## config.mk

```make
export PLATFORM = sky130hd
export DESIGN_NAME = fetch_instr_queue
export DESIGN_NICKNAME = d
export VERILOG_FILES = /design/src/rtl/fetch_pkg.sv /design/src/rtl/instr_fifo_2w1r.sv /design/src/rtl/fetch_instr_queue.sv
export SDC_FILE = /design/constraint.sdc
export NUM_CORES = 1
export LEC_CHECK = 0
export CAP_MARGIN = 25
export CELL_PAD_IN_SITES_DETAIL_PLACEMENT = 0
export CELL_PAD_IN_SITES_GLOBAL_PLACEMENT = 1
export CORE_UTILIZATION = 54
export CTS_CLUSTER_SIZE = 30
export DETAILED_ROUTE_END_ITERATION = 6
export MAX_ROUTING_LAYER = met4
export PLACE_DENSITY_LB_ADDON = 0.1
export SYNTH_ARGS = -nofsm -noshare
export SYNTH_HDL_FRONTEND = slang
export SYNTH_SLANG_ARGS = --single-unit
```

## constraint.sdc

```tcl
create_clock -name i_clk -period 38.7 [get_ports i_clk]
set_clock_uncertainty 0.15 [all_clocks]
set_input_delay 7.74 -clock i_clk [delete_from_list [all_inputs] [get_ports i_clk]]
set_output_delay 7.74 -clock i_clk [all_outputs]
set_load 0.005 [all_outputs]
```

## src/rtl/fetch_pkg.sv

```systemverilog
// Shared types and constants for the fetch instruction queue.
package fetch_pkg;
  typedef enum logic [1:0] {IDLE, FILL, HALT} fetch_q_state_t;

  localparam int INSTR_W     = 32;
  localparam int INSTR_BYTES = 4;
  localparam int BEAT_BYTES  = 8;
  localparam logic [INSTR_W-1:0] HALT_WORD = 32'h0;

  typedef struct packed {
    logic [63:0]        pc;
    logic [INSTR_W-1:0] instr;
  } fq_entry_t;
endpackage

```

## src/rtl/instr_fifo_2w1r.sv

```systemverilog
// Circular instruction buffer: up to two writes and one read per cycle.
module instr_fifo_2w1r
  import fetch_pkg::*;
#(
  parameter int DEPTH = 8
) (
  input  logic                     i_clk,
  input  logic                     i_reset,
  input  logic                     i_clear,
  input  logic                     i_push0,
  input  fq_entry_t                i_ent0,
  input  logic                     i_push1,
  input  fq_entry_t                i_ent1,
  input  logic                     i_pop,
  output fq_entry_t                o_head,
  output logic [$clog2(DEPTH):0]   o_count,
  output logic [$clog2(DEPTH):0]   o_free
);
  localparam int AW = $clog2(DEPTH);

  fq_entry_t        r_mem [DEPTH];
  logic [AW-1:0]    r_wr_ptr, r_rd_ptr;
  logic [AW:0]      r_count;
  logic [AW-1:0]    w_wr1;

  // The second word lands after the first only when the first was written.
  assign w_wr1   = r_wr_ptr + AW'(i_push0);
  assign o_head  = r_mem[r_rd_ptr];
  assign o_count = r_count;
  assign o_free  = (AW+1)'(DEPTH) - r_count;

  always_ff @(posedge i_clk) begin
    if (!i_clear && i_push0) r_mem[r_wr_ptr] <= i_ent0;
    if (!i_clear && i_push1) r_mem[w_wr1]    <= i_ent1;
  end

  always_ff @(posedge i_clk or posedge i_reset) begin
    if (i_reset) begin
      r_wr_ptr <= '0;
      r_rd_ptr <= '0;
      r_count  <= '0;
    end else if (i_clear) begin
      r_wr_ptr <= '0;
      r_rd_ptr <= '0;
      r_count  <= '0;
    end else begin
      r_wr_ptr <= r_wr_ptr + AW'(i_push0) + AW'(i_push1);
      r_rd_ptr <= r_rd_ptr + AW'(i_pop);
      r_count  <= r_count + (AW+1)'(i_push0) + (AW+1)'(i_push1) - (AW+1)'(i_pop);
    end
  end
endmodule

```

## src/rtl/fetch_instr_queue.sv

```systemverilog
// Splits 64-bit fetch response beats into PC-tagged instructions for decode,
// and raises a sticky halt when an all-zero word reaches the head.
module fetch_instr_queue
  import fetch_pkg::*;
#(
  parameter int BUS_DATA_WIDTH = 64,
  parameter int DEPTH          = 8,
  parameter int LINE_BEATS     = 8
) (
  input  logic                      i_clk,
  input  logic                      i_reset,
  input  logic                      i_fetch_start,
  input  logic [63:0]               i_fetch_addr,
  input  logic                      i_flush,
  input  logic                      i_bus_respcyc,
  input  logic [BUS_DATA_WIDTH-1:0] i_bus_resp,
  output logic                      o_bus_respack,
  output logic                      o_instr_valid,
  output logic [INSTR_W-1:0]        o_instr,
  output logic [63:0]               o_instr_pc,
  input  logic                      i_decode_ready,
  output logic                      o_line_done,
  output logic                      o_halt
);
  localparam int CW  = $clog2(DEPTH) + 1;
  localparam int BCW = $clog2(LINE_BEATS + 1);

  fetch_q_state_t r_state, w_state_nxt;
  logic [63:0]    r_wr_pc;
  logic           r_skip_low, r_halt, r_line_done, r_out_en;
  logic [BCW-1:0] r_beat_cnt;

  fq_entry_t      w_head, w_ent0, w_ent1;
  logic [CW-1:0]  w_count, w_free;
  logic [CW:0]    w_room, w_need;
  logic           w_nonempty, w_head_zero, w_pop, w_accept, w_last, w_halt_det, w_clear;
  logic           w_unused;

  assign w_unused    = ^i_fetch_addr[1:0];
  assign w_nonempty  = (w_count != '0);
  assign w_head_zero = w_nonempty && (w_head.instr == HALT_WORD);
  assign w_halt_det  = w_head_zero && (r_state != HALT);

  assign o_instr_valid = w_nonempty && !w_head_zero && (r_state != HALT);
  assign o_instr       = o_instr_valid ? w_head.instr : '0;
  assign o_instr_pc    = o_instr_valid ? w_head.pc : '0;
  assign o_line_done   = r_line_done;
  assign o_halt        = r_halt;

  // A concurrent pop frees a slot this same edge, so ack may follow decode_ready.
  assign w_pop  = o_instr_valid && i_decode_ready;
  assign w_room = {1'b0, w_free} + (CW+1)'(w_pop);
  assign w_need = r_skip_low ? (CW+1)'(1) : (CW+1)'(2);

  // Outside FILL every beat is drained; r_out_en masks the first cycle after reset.
  assign o_bus_respack = r_out_en && i_bus_respcyc && ((r_state != FILL) || (w_room >= w_need));
  assign w_accept      = o_bus_respack && (r_state == FILL);
  assign w_last        = w_accept && (r_beat_cnt == BCW'(LINE_BEATS - 1));
  assign w_clear       = i_fetch_start || i_flush || w_halt_det;

  assign w_ent0 = '{pc: r_wr_pc,                      instr: i_bus_resp[INSTR_W-1:0]};
  assign w_ent1 = '{pc: r_wr_pc + 64'(INSTR_BYTES),   instr: i_bus_resp[2*INSTR_W-1:INSTR_W]};

  instr_fifo_2w1r #(.DEPTH(DEPTH)) u_fifo (
    .i_clk   (i_clk),
    .i_reset (i_reset),
    .i_clear (w_clear),
    .i_push0 (w_accept && !r_skip_low),
    .i_ent0  (w_ent0),
    .i_push1 (w_accept),
    .i_ent1  (w_ent1),
    .i_pop   (w_pop),
    .o_head  (w_head),
    .o_count (w_count),
    .o_free  (w_free)
  );

  always_comb begin
    w_state_nxt = r_state;
    if (i_fetch_start)   w_state_nxt = FILL;
    else if (i_flush)    w_state_nxt = IDLE;
    else if (w_halt_det) w_state_nxt = HALT;
    else if (w_last)     w_state_nxt = IDLE;
  end

  always_ff @(posedge i_clk or posedge i_reset) begin
    if (i_reset) begin
      r_state     <= IDLE;
      r_wr_pc     <= '0;
      r_skip_low  <= 1'b0;
      r_beat_cnt  <= '0;
      r_halt      <= 1'b0;
      r_line_done <= 1'b0;
      r_out_en    <= 1'b0;
    end else begin
      r_state     <= w_state_nxt;
      r_out_en    <= 1'b1;
      r_line_done <= w_last && !w_clear;
      if (i_fetch_start) begin
        r_wr_pc    <= {i_fetch_addr[63:3], 3'b000};
        r_skip_low <= i_fetch_addr[2];
        r_beat_cnt <= '0;
        r_halt     <= 1'b0;
      end else begin
        if (w_accept) begin
          r_wr_pc    <= r_wr_pc + 64'(BEAT_BYTES);
          r_skip_low <= 1'b0;
          r_beat_cnt <= r_beat_cnt + 1'b1;
        end
        if (w_halt_det) r_halt <= 1'b1;
      end
    end
  end
endmodule

```

# Yosys cells after proc, flatten, opt, wreduce, memory -nomap -nowiden
# Memories as Yosys holds them, arrays and structs flattened.
# Index checks and enable logic that the tools add are counted.
[totals]
register_bits = 84
ram_bits = 768
input_bits = 134
out_inout_bits = 100
elab_cells = 73
memories = 1
[op_classes]
n_addsub = 11
n_lt_le_gt_ge = 1
eq_ne = 4
n_mux = 22
reduce_logical = 24
[mem_list]
columns = ["name", "words", "width", "rd", "rd_ports_with_merged_regs", "wr", "line", "text"]
rows = [
  ["u_fifo.r_mem", 8, 96, 1, 0, 2, "instr_fifo_2w1r.sv:21", "fq_entry_t r_mem [DEPTH];"],
]
[ops]
columns = ["op", "count"]
rows = [
  ["2-to-1 mux 64 bit", 3],
  ["adder 64 x 3 -> 64 bit (second input constant)", 1],
  ["adder 64 x 4 -> 64 bit (second input constant)", 1],
  ["zero test 32 bit", 1],
  ["2-to-1 mux 32 bit", 1],
  ["logical AND 1 bit", 13],
  ["2-to-1 mux 4 bit", 3],
  ["2-to-1 mux 2 bit", 5],
  ["adder 3 x 1 -> 3 bit", 3],
  ["adder 4 x 1 -> 4 bit", 2],
  ["2-to-1 mux 1 bit", 8],
  ["nonzero test 4 bit", 2],
  ["2-to-1 mux 3 bit", 2],
  ["adder 4 x 1 -> 5 bit", 1],
  ["greater-or-equal comparator 5 x 2 -> 1 bit", 1],
  ["adder 4 x 1 -> 4 bit (second input constant)", 1],
  ["== test 4 x 3 -> 1 bit (second input constant)", 1],
  ["nonzero test 2 bit", 2],
  ["subtractor 4 x 1 -> 4 bit", 1],
  ["subtractor 4 bit (first input constant)", 1],
  ["zero test 1 bit", 3],
  ["logical OR 1 bit", 3],
  ["== test 2 x 1 -> 1 bit (second input constant)", 1],
  ["inequality test 2 x 1 -> 1 bit (second input constant)", 1],
  ["inequality test 2 bit (second input constant)", 1],
]

# Depth between registers and ports, before layout
# Gate-level depths: netlist (run 1).
# An unclocked memory read counts as a cell.
[depth]
ltp_word = 17
mapped_depth = 27

# Modules after synthesis
# A second synthesis (run 1) with hierarchy kept.
[hier_totals]
hier_cells = 2729
area_unflattened_um2 = 43977.2
[by_module_without_submodules]
columns = ["mod", "instances", "cells_per_inst", "area_per_inst_um2"]
rows = [
  ["instr_fifo_2w1r", 1, 2039, 38613.3],
  ["fetch_instr_queue", 1, 690, 5363.9],
]

# Least setup slack after synthesis (run 1)
# Ideal clock, no wire load.
[synth_timing]
kind = "input-to-reg"
startpoint = "input i_decode_ready"
endpoint = "memory u_fifo.r_mem[3][0] (netlist bit) (enable)"
setup_time_ps = 691
t_arrival_ps = 18153
setup_slack_ps = 19707
path_stages = 16
n_path_buf = 3
cell_sequence = "nor3b_1 > ha_1 > ha_1 > ha_1 > a211oi_1 > a311o_1 > clkbuf_1 > buf_1 > nor2_1 > ha_1 > ha_1 > xnor2_1 > and2_0 > nand4_1 > clkbuf_1 > a21boi_0"
[synth_lines]
columns = ["item", "line", "text"]
rows = [
  ["from (decl)", "fetch_instr_queue.sv:21", "input logic i_decode_ready,"],
  ["to (decl)", "instr_fifo_2w1r.sv:21", ""],
]

# Worst setup path after layout (run 1)
[layout_timing]
startpoint = "input i_decode_ready"
endpoint = "output o_bus_respack"
[layout_between]
elab_chain_len = 5
[layout_rtl]
columns = ["item", "line", "text"]
rows = [
  ["logical AND 1 bit", "fetch_instr_queue.sv:51", "assign w_pop = o_instr_valid && i_decode_ready;"],
  ["adder 4 x 1 -> 5 bit", "fetch_instr_queue.sv:52", "assign w_room = {1'b0, w_free} + (CW+1)'(w_pop);"],
  ["greater-or-equal comparator 5 x 2 -> 1 bit", "fetch_instr_queue.sv:56", "assign o_bus_respack = r_out_en && i_bus_respcyc && ((r_state != FILL) || (w_room >= w_need));"],
  ["logical OR 1 bit", "fetch_instr_queue.sv:56", ""],
  ["logical AND 1 bit", "fetch_instr_queue.sv:56", ""],
  ["to (decl)", "fetch_instr_queue.sv:17", "output logic o_bus_respack,"],
]
# Every way passes these cells.

==> flow_summary.rst, run 1 <==
.. list-table::
   :header-rows: 1

   * - Metric
     - Value
   * - CP Max Fanout
     - 3
   * - Area of the core region
     - 76500 sq um
   * - Post-route total power
     - 2.39 mW
   * - Setup repair bufs after CTS
     - 0
   * - Number of hold violations in the final report
     - 0
   * - Die span in x
     - 281 microns
   * - I/O pin cnt
     - 234
   * - Total of max-cap violations
     - 0
   * - Number of buffer cells added on primary ports
     - 229
   * - Average wire length per cell after detail routing
     - between 30 and 40 microns
   * - First-pass iteration count of the detailed router
     - 6
   * - Post-Route Setup TNS
     - 0 ps
   * - Clock network latency to the later pin of the worst-skew pair
     - 650 ps
   * - Hold buffer count at CTS
     - 0
   * - Gate Count Post-Synth
     - 3273
   * - Outcome
     - completed
   * - Mean area per synthesized cell
     - 12.8 sq um
   * - Initial core utilization
     - 0.549
   * - Unrepaired setup endpoints after global routing
     - false
   * - Total congestion overflow after global routing
     - 0
   * - Initial detailed-routing violation count
     - 3083
   * - FFs w/ async S/R, synth
     - 0.0972
   * - Count of yosys warnings during synthesis
     - 0
   * - Number of max-slew violations in the final report
     - 0
   * - Required time at the endpoint of the critical path
     - 30810 ps
   * - Number of vias per cell
     - 6.94
   * - Share of the clock period used by the worst path after layout
     - 0.483
   * - CTS sink count
     - around 830
   * - HPWL Detailed
     - 62900 microns
   * - Endpoint kind of the worst setup timing path
     - primary output
   * - Maximum operating frequency
     - 53.5 MHz
   * - Initial antenna violation count
     - 1
   * - Leak
     - 14.2 nW
   * - Worst voltage drop across the vdd grid
     - 0.0000783 V
   * - Area of the die
     - 78900 sq um
   * - CTS Root Cell
     - sky130_fd_sc_hd__clkbuf_16
   * - WS Path Type
     - in2out
   * - Number of synthesized register bits
     - 833
   * - Post-cts sizing count
     - 0
   * - Register area share after synthesis
     - 0.586
   * - Number of distinct library cells after synthesis
     - 56
   * - CP startpoint kind
     - primary input
   * - Synthesized area
     - between 40000 and 50000 sq um
   * - Most common flop cell mapped by yosys
     - sky130_fd_sc_hd__edfxtp_1
   * - Rows
     - 101
   * - Pin count of the biggest net entering global routing
     - between 100 and 150
   * - Wire length after detailed routing
     - around 120000 microns
   * - Power density cells
     - about 52 nW/um^2
   * - Number of global-route vias before repair
     - 27900
   * - Post-layout nets
     - 3000
   * - ANT nets after route
     - 0
   * - CTS Buf Count
     - 86
   * - Clock tree from TritonCTS
     - yes
   * - Global-route total usage across every layer
     - 0.315
   * - Share of layout cells above drive strength 1
     - 0.141
   * - Number of enable flip-flop cells after synthesis
     - between 700 and 800
   * - Setup-failing EPs final
     - 0
   * - Shortest clock period the worst path allows after layout
     - 18670 ps
   * - Clock input transition at the sequential cells of the worst setup and hold paths
     - 60 ps
   * - Wire length of the first global-routing pass
     - 177000 microns
   * - Worst min path class
     - reg2reg
   * - Post-layout utilization of the core
     - 0.599
   * - Final GP Congestion
     - 0.791
   * - Fill cell instance count of the final layout
     - 5762
   * - P&R area growth vs syn
     - 9.02%
   * - Die Y
     - 281 microns
   * - Actual slew at the worst max-slew pin
     - 1170 ps
   * - Buffers from clock root to sink, at most
     - 3
   * - Level count of the clock H-tree
     - 3
   * - Residual DRC count
     - 0
   * - Total vias in the final route
     - 27400
   * - Worst rel slew slack
     - 0.219
   * - Crit path DAT
     - 10780 ps
through the flow:
stage / hold slack, ps / setup WS, ps / cells / instance area (sq um)
2_1_floorplan: 346 / 19710 / 3274 / 42000
3_3_place_gp: 366 / 20030 / 3784 / 42900
3_5_place_dp: 381 / 20010 / 3787 / 43000
4_1_cts: 398 / 20000 / 3942 / 45700
5_1_grt: 421 / 19840 / 3944 / 45800
6_report: 408 / 20030 / 3946 / 45800
layout make-up:
cell class / instances / area, sq um / area share
diodes: 3 / 7.51 / 0.000164
repair buffers: 288 / 2810 / 0.0614
clock inverters: 44 / 424 / 0.00926
clock buffers: 111 / 2320 / 0.0506
inverters: 54 / 205 / 0.00448
multi-input cells: 1583 / 14100 / 0.308
well taps: 1030 / 1290 / 0.0281
flip-flops and latches: 833 / 24600 / 0.538
state kept, by name, summed over array words and instances (netlist names), 2 cells and up:
name             cells
r_beat_cnt           4
r_state              2
r_wr_pc             61
u_fifo.o_count       4
u_fifo.r_mem       752
u_fifo.r_rd_ptr      3
u_fifo.r_wr_ptr      3
synthesized netlist by cell type, types with 4 or more instances:
cell                       instances  area, sq um
sky130_fd_sc_hd__buf_6            18          203
sky130_fd_sc_hd__a211oi_1        106          796
sky130_fd_sc_hd__clkbuf_1        672         2520
sky130_fd_sc_hd__mux4_2          188         4230
sky130_fd_sc_hd__nand2_1         147          552
sky130_fd_sc_hd__nor3_1          103          515
sky130_fd_sc_hd__o31ai_4           4         85.1
sky130_fd_sc_hd__dfrtp_1          81         2030
sky130_fd_sc_hd__buf_2            42          210
sky130_fd_sc_hd__a21boi_0          8         60.1
sky130_fd_sc_hd__nor4_1            7         43.8
sky130_fd_sc_hd__xor2_1           41          359
sky130_fd_sc_hd__xnor2_1          18          158
sky130_fd_sc_hd__a21oi_1          13         65.1
sky130_fd_sc_hd__o21ai_0         310         1550
sky130_fd_sc_hd__o31ai_1          66          495
sky130_fd_sc_hd__or3_1            10         62.6
sky130_fd_sc_hd__nand3_1          24          120
sky130_fd_sc_hd__edfxtp_1        752        22600
sky130_fd_sc_hd__mux2i_1          96          961
sky130_fd_sc_hd__buf_4            13         97.6
sky130_fd_sc_hd__and4_1           13          114
sky130_fd_sc_hd__and2_1            4         25.0
sky130_fd_sc_hd__a221o_1         216         2160
sky130_fd_sc_hd__ha_1             18          225
sky130_fd_sc_hd__nor2_1           29          109
sky130_fd_sc_hd__or4_1             5         37.5
sky130_fd_sc_hd__and3_1           21          131
sky130_fd_sc_hd__a31oi_1          11         68.8
sky130_fd_sc_hd__nand4_1          49          307
sky130_fd_sc_hd__inv_1            51          191
sky130_fd_sc_hd__a211o_1          41          359
sky130_fd_sc_hd__buf_1            59          221
routing by layer:
metal / wire length (microns) / GRT usage / vias up
met5: 0 / - / -
li1: - / - / 11500
met2: 58400 / 0.504 / 1584
met3: 10800 / 0.0483 / 377
met4: 4790 / 0.139 / 0
met1: 46300 / 0.402 / 13900
cell usage in the layout, fill, tap and decap left out, types with 21 or more instances in the layout:
| cell | netlist | layout |
|---|---|---|
| sky130_fd_sc_hd__nand3_1 | 24 | 22 |
| sky130_fd_sc_hd__a211o_1 | 41 | 41 |
| sky130_fd_sc_hd__edfxtp_1 | 752 | 752 |
| sky130_fd_sc_hd__dfrtp_1 | 81 | 78 |
| sky130_fd_sc_hd__mux4_2 | 188 | 188 |
| sky130_fd_sc_hd__o31ai_1 | 66 | 66 |
| sky130_fd_sc_hd__nor2_1 | 29 | 26 |
| sky130_fd_sc_hd__clkbuf_16 | 0 | 87 |
| sky130_fd_sc_hd__buf_4 | 13 | 54 |
| sky130_fd_sc_hd__clkdlybuf4s50_1 | 0 | 228 |
| sky130_fd_sc_hd__xor2_1 | 41 | 41 |
| sky130_fd_sc_hd__mux2i_1 | 96 | 96 |
| sky130_fd_sc_hd__a211oi_1 | 106 | 106 |
| sky130_fd_sc_hd__nand2_1 | 147 | 146 |
| sky130_fd_sc_hd__and3_1 | 21 | 21 |
| sky130_fd_sc_hd__a221o_1 | 216 | 216 |
| sky130_fd_sc_hd__nand4_1 | 49 | 49 |
| sky130_fd_sc_hd__nor3_1 | 103 | 103 |
| sky130_fd_sc_hd__o21ai_0 | 310 | 310 |
| sky130_fd_sc_hd__inv_1 | 51 | 50 |
logic make-up (layout without fill, tap and decap cells):
kind of cell / Yosys count / count (layout) / synth area share
buffers and inverters: 858 / 497 / 0.0823
DFF: 833 / 833 / 0.586
AOI/OAI and AO/OA: 782 / 782 / 0.136
and+or+nand+nor: 432 / 432 / 0.0526
muxes: 287 / 287 / 0.125
xor gates and xnor gates: 59 / 59 / 0.0123
adders and majority gates: 20 / 20 / 0.00632
other: 2 / 6 / 0.000179
critical path: stages:
cell	delay, ps
sky130_fd_sc_hd__clkdlybuf4s50_1	460
sky130_fd_sc_hd__nor3b_1	460
sky130_fd_sc_hd__ha_1	290
sky130_fd_sc_hd__ha_1	240
sky130_fd_sc_hd__ha_1	280
sky130_fd_sc_hd__a211oi_1	470
sky130_fd_sc_hd__a31oi_1	320
sky130_fd_sc_hd__clkdlybuf4s50_1	520
path summary, 6_finish.rpt:
path | start | endpoint | slack (ps) | cells after the start
max | i_decode_ready | o_bus_respack | 20030 | 8
min | r_beat_cnt[3]$_DFFE_PP0N_ | r_beat_cnt[3]$_DFFE_PP0N_ | 410 | 2
max reg2reg | u_fifo.r_rd_ptr[0]$_DFF_PP0_ | u_fifo.r_mem[3][75]$_DFFE_PP_ | 27540 | 23
min reg2reg | r_beat_cnt[3]$_DFFE_PP0N_ | r_beat_cnt[3]$_DFFE_PP0N_ | 410 | 2
max in group asynchronous | i_reset | u_fifo.r_rd_ptr[2]$_DFF_PP0_ | 29800 | 3
min in group asynchronous | i_reset | r_wr_pc[36]$_DFFE_PP0N_ | 7290 | 2
where the power goes:
| part | leakage [nW] | total [mW] | switching [mW] | internal [mW] |
|---|---|---|---|---|
| combinational | 5.14 | 0.543 | 0.311 | 0.232 |
| sequential | 7.76 | 1.03 | 0.0278 | 1.01 |
| clock | 1.33 | 0.812 | 0.342 | 0.469 |
| total | 14.2 | 2.39 | 0.681 | 1.71 |
Note: power is estimated with default switching activity, not from simulation.
==> inputs of run 2 (changes only) <==
--- a/config.mk
+++ b/config.mk
@@ -8,7 +8,7 @@
 export CAP_MARGIN = 25
 export CELL_PAD_IN_SITES_DETAIL_PLACEMENT = 0
 export CELL_PAD_IN_SITES_GLOBAL_PLACEMENT = 1
-export CORE_UTILIZATION = 54
+export CORE_UTILIZATION = 50
 export CTS_CLUSTER_SIZE = 30
 export DETAILED_ROUTE_END_ITERATION = 6
 export MAX_ROUTING_LAYER = met4
==> constraint.sdc (replaced) <==
create_clock -name i_clk -period 19.45 [get_ports i_clk]
set_clock_uncertainty 0.15 [all_clocks]
set_input_delay 3.89 -clock i_clk [delete_from_list [all_inputs] [get_ports i_clk]]
set_output_delay 3.89 -clock i_clk [all_outputs]
set_load 0.005 [all_outputs]
==> flow_summary.rst, run 2 (same netlist as run 1, synthesis figures left out) <==
.. list-table::
   :header-rows: 1

   * - Metric
     - Value
   * - Wire length of the first global-routing pass
     - 178000 microns (+0.59%)
   * - Post-cts sizing count
     - 0 (unchanged)
   * - Total of max-cap violations
     - 0 (unchanged)
   * - CP Max Fanout
     - 53 (+50)
   * - P&R area growth vs syn
     - 9.67%
   * - Final WS setup
     - 7990 ps (-12030 ps)
   * - Post-route total power
     - 4.82 mW (+100%)
   * - Initial core utilization
     - 0.508 (-0.0411)
   * - Largest Register
     - u_fifo.r_mem
   * - Setup repair bufs after CTS
     - 0 (unchanged)
   * - Die span in x
     - 292 microns (+3.9%)
   * - CTS Buf Count
     - 88 (+2.3%)
   * - Area of the core region
     - 82600 sq um (+8.1%)
   * - Most common cell after layout, fill and taps aside
     - sky130_fd_sc_hd__edfxtp_1
   * - Rows
     - 105 (+4.0%)
   * - Clock network latency to the later pin of the worst-skew pair
     - 640 ps (about the same)
   * - Required time at the endpoint of the critical path
     - 15410 ps (-15400 ps)
   * - Fill cell instance count of the final layout
     - 6533 (+13%)
   * - Residual DRC count
     - 0 (unchanged)
   * - Total vias in the final route
     - 27100 (-1.1%)
   * - Multi-input combinational cell area
     - 14100 sq um (unchanged)
   * - Hold buffer count at CTS
     - 0 (unchanged)
   * - Number of buffer cells added on primary ports
     - 229 (unchanged)
   * - CTS Root Cell
     - sky130_fd_sc_hd__clkbuf_16
   * - Worst min path class
     - reg2reg
   * - Number of hold violations in the final report
     - 0 (unchanged)
   * - Post-Route Setup TNS
     - 0 ps (unchanged)
   * - Power density cells
     - 105 nW/um^2 (+100%)
   * - Capture point of the critical path
     - o_bus_respack
   * - Number of vias per cell
     - 6.77 (-2.5%)
   * - Worst rel slew slack
     - 0.210 (-0.00898)
   * - Cell count after placement
     - 3828 (+1.1%)
   * - Total congestion overflow after global routing
     - 0 (unchanged)
   * - CTS sink count
     - 833 (unchanged)
   * - Share of layout cells above drive strength 1
     - 0.145 (+0.00391)
   * - Die Y
     - 292 microns (+3.9%)
   * - Wire length after detailed routing
     - 121000 microns (+0.90%)
   * - Buffers from clock root to sink, at most
     - 3 (unchanged)
   * - Worst reg2reg path endpoint
     - u_fifo.r_mem[1][68]$_DFFE_PP_
   * - Minimum setup slack among reg-to-reg paths
     - 8140 ps (-19400 ps)
   * - Source of the worst register-to-register timing path
     - u_fifo.r_rd_ptr[2]$_DFF_PP0_
   * - Final GP Congestion
     - 0.773 (-2.3%)
   * - WS Path Type
     - reg2out
   * - Area of the die
     - 85200 sq um (+7.9%)
   * - Number of max-slew violations in the final report
     - 0 (unchanged)
   * - I/O pin cnt
     - 234 (unchanged)
   * - Setup-failing EPs final
     - 0 (unchanged)
   * - Clock tree from TritonCTS
     - yes
   * - CP startpoint kind
     - flip-flop
   * - Initial antenna violation count
     - 8 (+7)
   * - HPWL Detailed
     - 64300 microns (+2.3%)
   * - Worst Setup Slack post-DPL
     - 7920 ps (-12090 ps)
   * - First-pass iteration count of the detailed router
     - 6 (unchanged)
   * - Number of flip-flops in the largest register
     - 752 (unchanged)
   * - Share of the clock period used by the worst path after layout
     - 0.589
   * - Leak
     - 14.4 nW (+0.93%)
   * - Initial detailed-routing violation count
     - 2716 (-12%)
   * - Worst voltage drop across the vdd grid
     - 0.000209 V (+170%)
   * - Unrepaired setup endpoints after global routing
     - false
   * - Shortest clock period the worst path allows after layout
     - ~11000 ps
   * - Most used cells in the layout excluding fill and tap cells
     - sky130_fd_sc_hd__edfxtp_1, sky130_fd_sc_hd__o21ai_0, sky130_fd_sc_hd__clkdlybuf4s50_1
   * - Crit path DAT
     - 7420 ps (-3360 ps)
   * - Largest regs
     - u_fifo.r_mem (752), r_wr_pc (61)
   * - Pin count of the biggest net entering global routing
     - 132 (unchanged)
   * - Storage element area
     - 24600 sq um (unchanged)
   * - Number of global-route vias before repair
     - 27500 (-1.2%)
   * - Level count of the clock H-tree
     - 3 (unchanged)
   * - Post-layout nets
     - 3006 (+0.20%)
   * - Depth of the worst register-to-register path
     - 21 (-8.7%)
   * - ANT nets after route
     - 0 (unchanged)
   * - First element of the critical path
     - u_fifo.r_rd_ptr[2]$_DFF_PP0_
   * - Clock input transition at the sequential cells of the worst setup and hold paths
     - 60 ps (about the same)
   * - Post-layout instance count excluding filler cells
     - 4001 (+1.4%)
   * - Actual slew at the worst max-slew pin
     - 1180 ps (+13.5 ps)
   * - Global-route total usage across every layer
     - 0.292 (-0.0233)
   * - Average wire length per cell after detail routing
     - 30.3 microns (-0.49%)
   * - Outcome
     - completed
   * - WHS
     - 409 ps (+0.746 ps)
   * - Maximum operating frequency
     - 87.3 MHz
   * - Hold path startpoint
     - r_beat_cnt[1]$_DFFE_PP0N_
   * - Endpoint kind of the worst setup timing path
     - primary output
==> run 2: worst min path at each step <==
stage | slack, ps | depth (start not counted) | end
after floorplan | 350 | 2 | r_beat_cnt[3]$_DFFE_PP0N_
final | 410 | 2 | r_beat_cnt[1]$_DFFE_PP0N_
after global routing | 440 | 2 | r_beat_cnt[1]$_DFFE_PP0N_
after CTS | 410 | 2 | r_beat_cnt[1]$_DFFE_PP0N_
after global placement | 370 | 2 | r_beat_cnt[3]$_DFFE_PP0N_
after detailed placement | 400 | 2 | r_beat_cnt[3]$_DFFE_PP0N_
==> run 2: per-layer routing <==
layer	up-vias	track usage	wire length, microns
met5	-	-	0
met4	0	0.121	4800
met3	366	0.0543	10400
met2	1447	0.474	59700
met1	13800	0.361	46500
li1	11500	-	-
==> run 2: critical path: stages, from the launching register on <==
cell and delay [ps]:
sky130_fd_sc_hd__dfrtp_4 1030, sky130_fd_sc_hd__buf_4 870, sky130_fd_sc_hd__mux4_2 410, sky130_fd_sc_hd__mux2i_1 670, sky130_fd_sc_hd__and4_1 390, sky130_fd_sc_hd__nand4_4 220, sky130_fd_sc_hd__nor2_4 740, sky130_fd_sc_hd__nor3b_1 260
sky130_fd_sc_hd__ha_1 280, sky130_fd_sc_hd__ha_1 280, sky130_fd_sc_hd__ha_1 270, sky130_fd_sc_hd__a211oi_1 460, sky130_fd_sc_hd__a31oi_1 300, sky130_fd_sc_hd__clkdlybuf4s50_1 510
==> run 2: metrics by stage <==
step | instance area (sq um) | utilization
floorplan | 42000 | -
global placement | 43000 | 0.521
detailed placement | 43000 | 0.521
CTS | 45900 | 0.556
global route | 46100 | 0.557
finish | 46100 | 0.557
==> run 2: cell type report <==
class / instances / area share
clock buffer: 118 / 0.0531
inverter: 54 / 0.00446
timing repair buffer: 292 / 0.0619
antenna: 7 / 0.000380
clock inverter: 44 / 0.0101
multi-input combinational: 1583 / 0.306
tap: 1070 / 0.0291
sequential: 833 / 0.535
==> run 2: where the power goes <==
group	total (mW)	internal, mW	switching (mW)
Sequential	2.05	2.00	0.0486
Combinational	1.08	0.463	0.616
Clock	1.69	0.992	0.694
Total	4.82	3.46	1.36
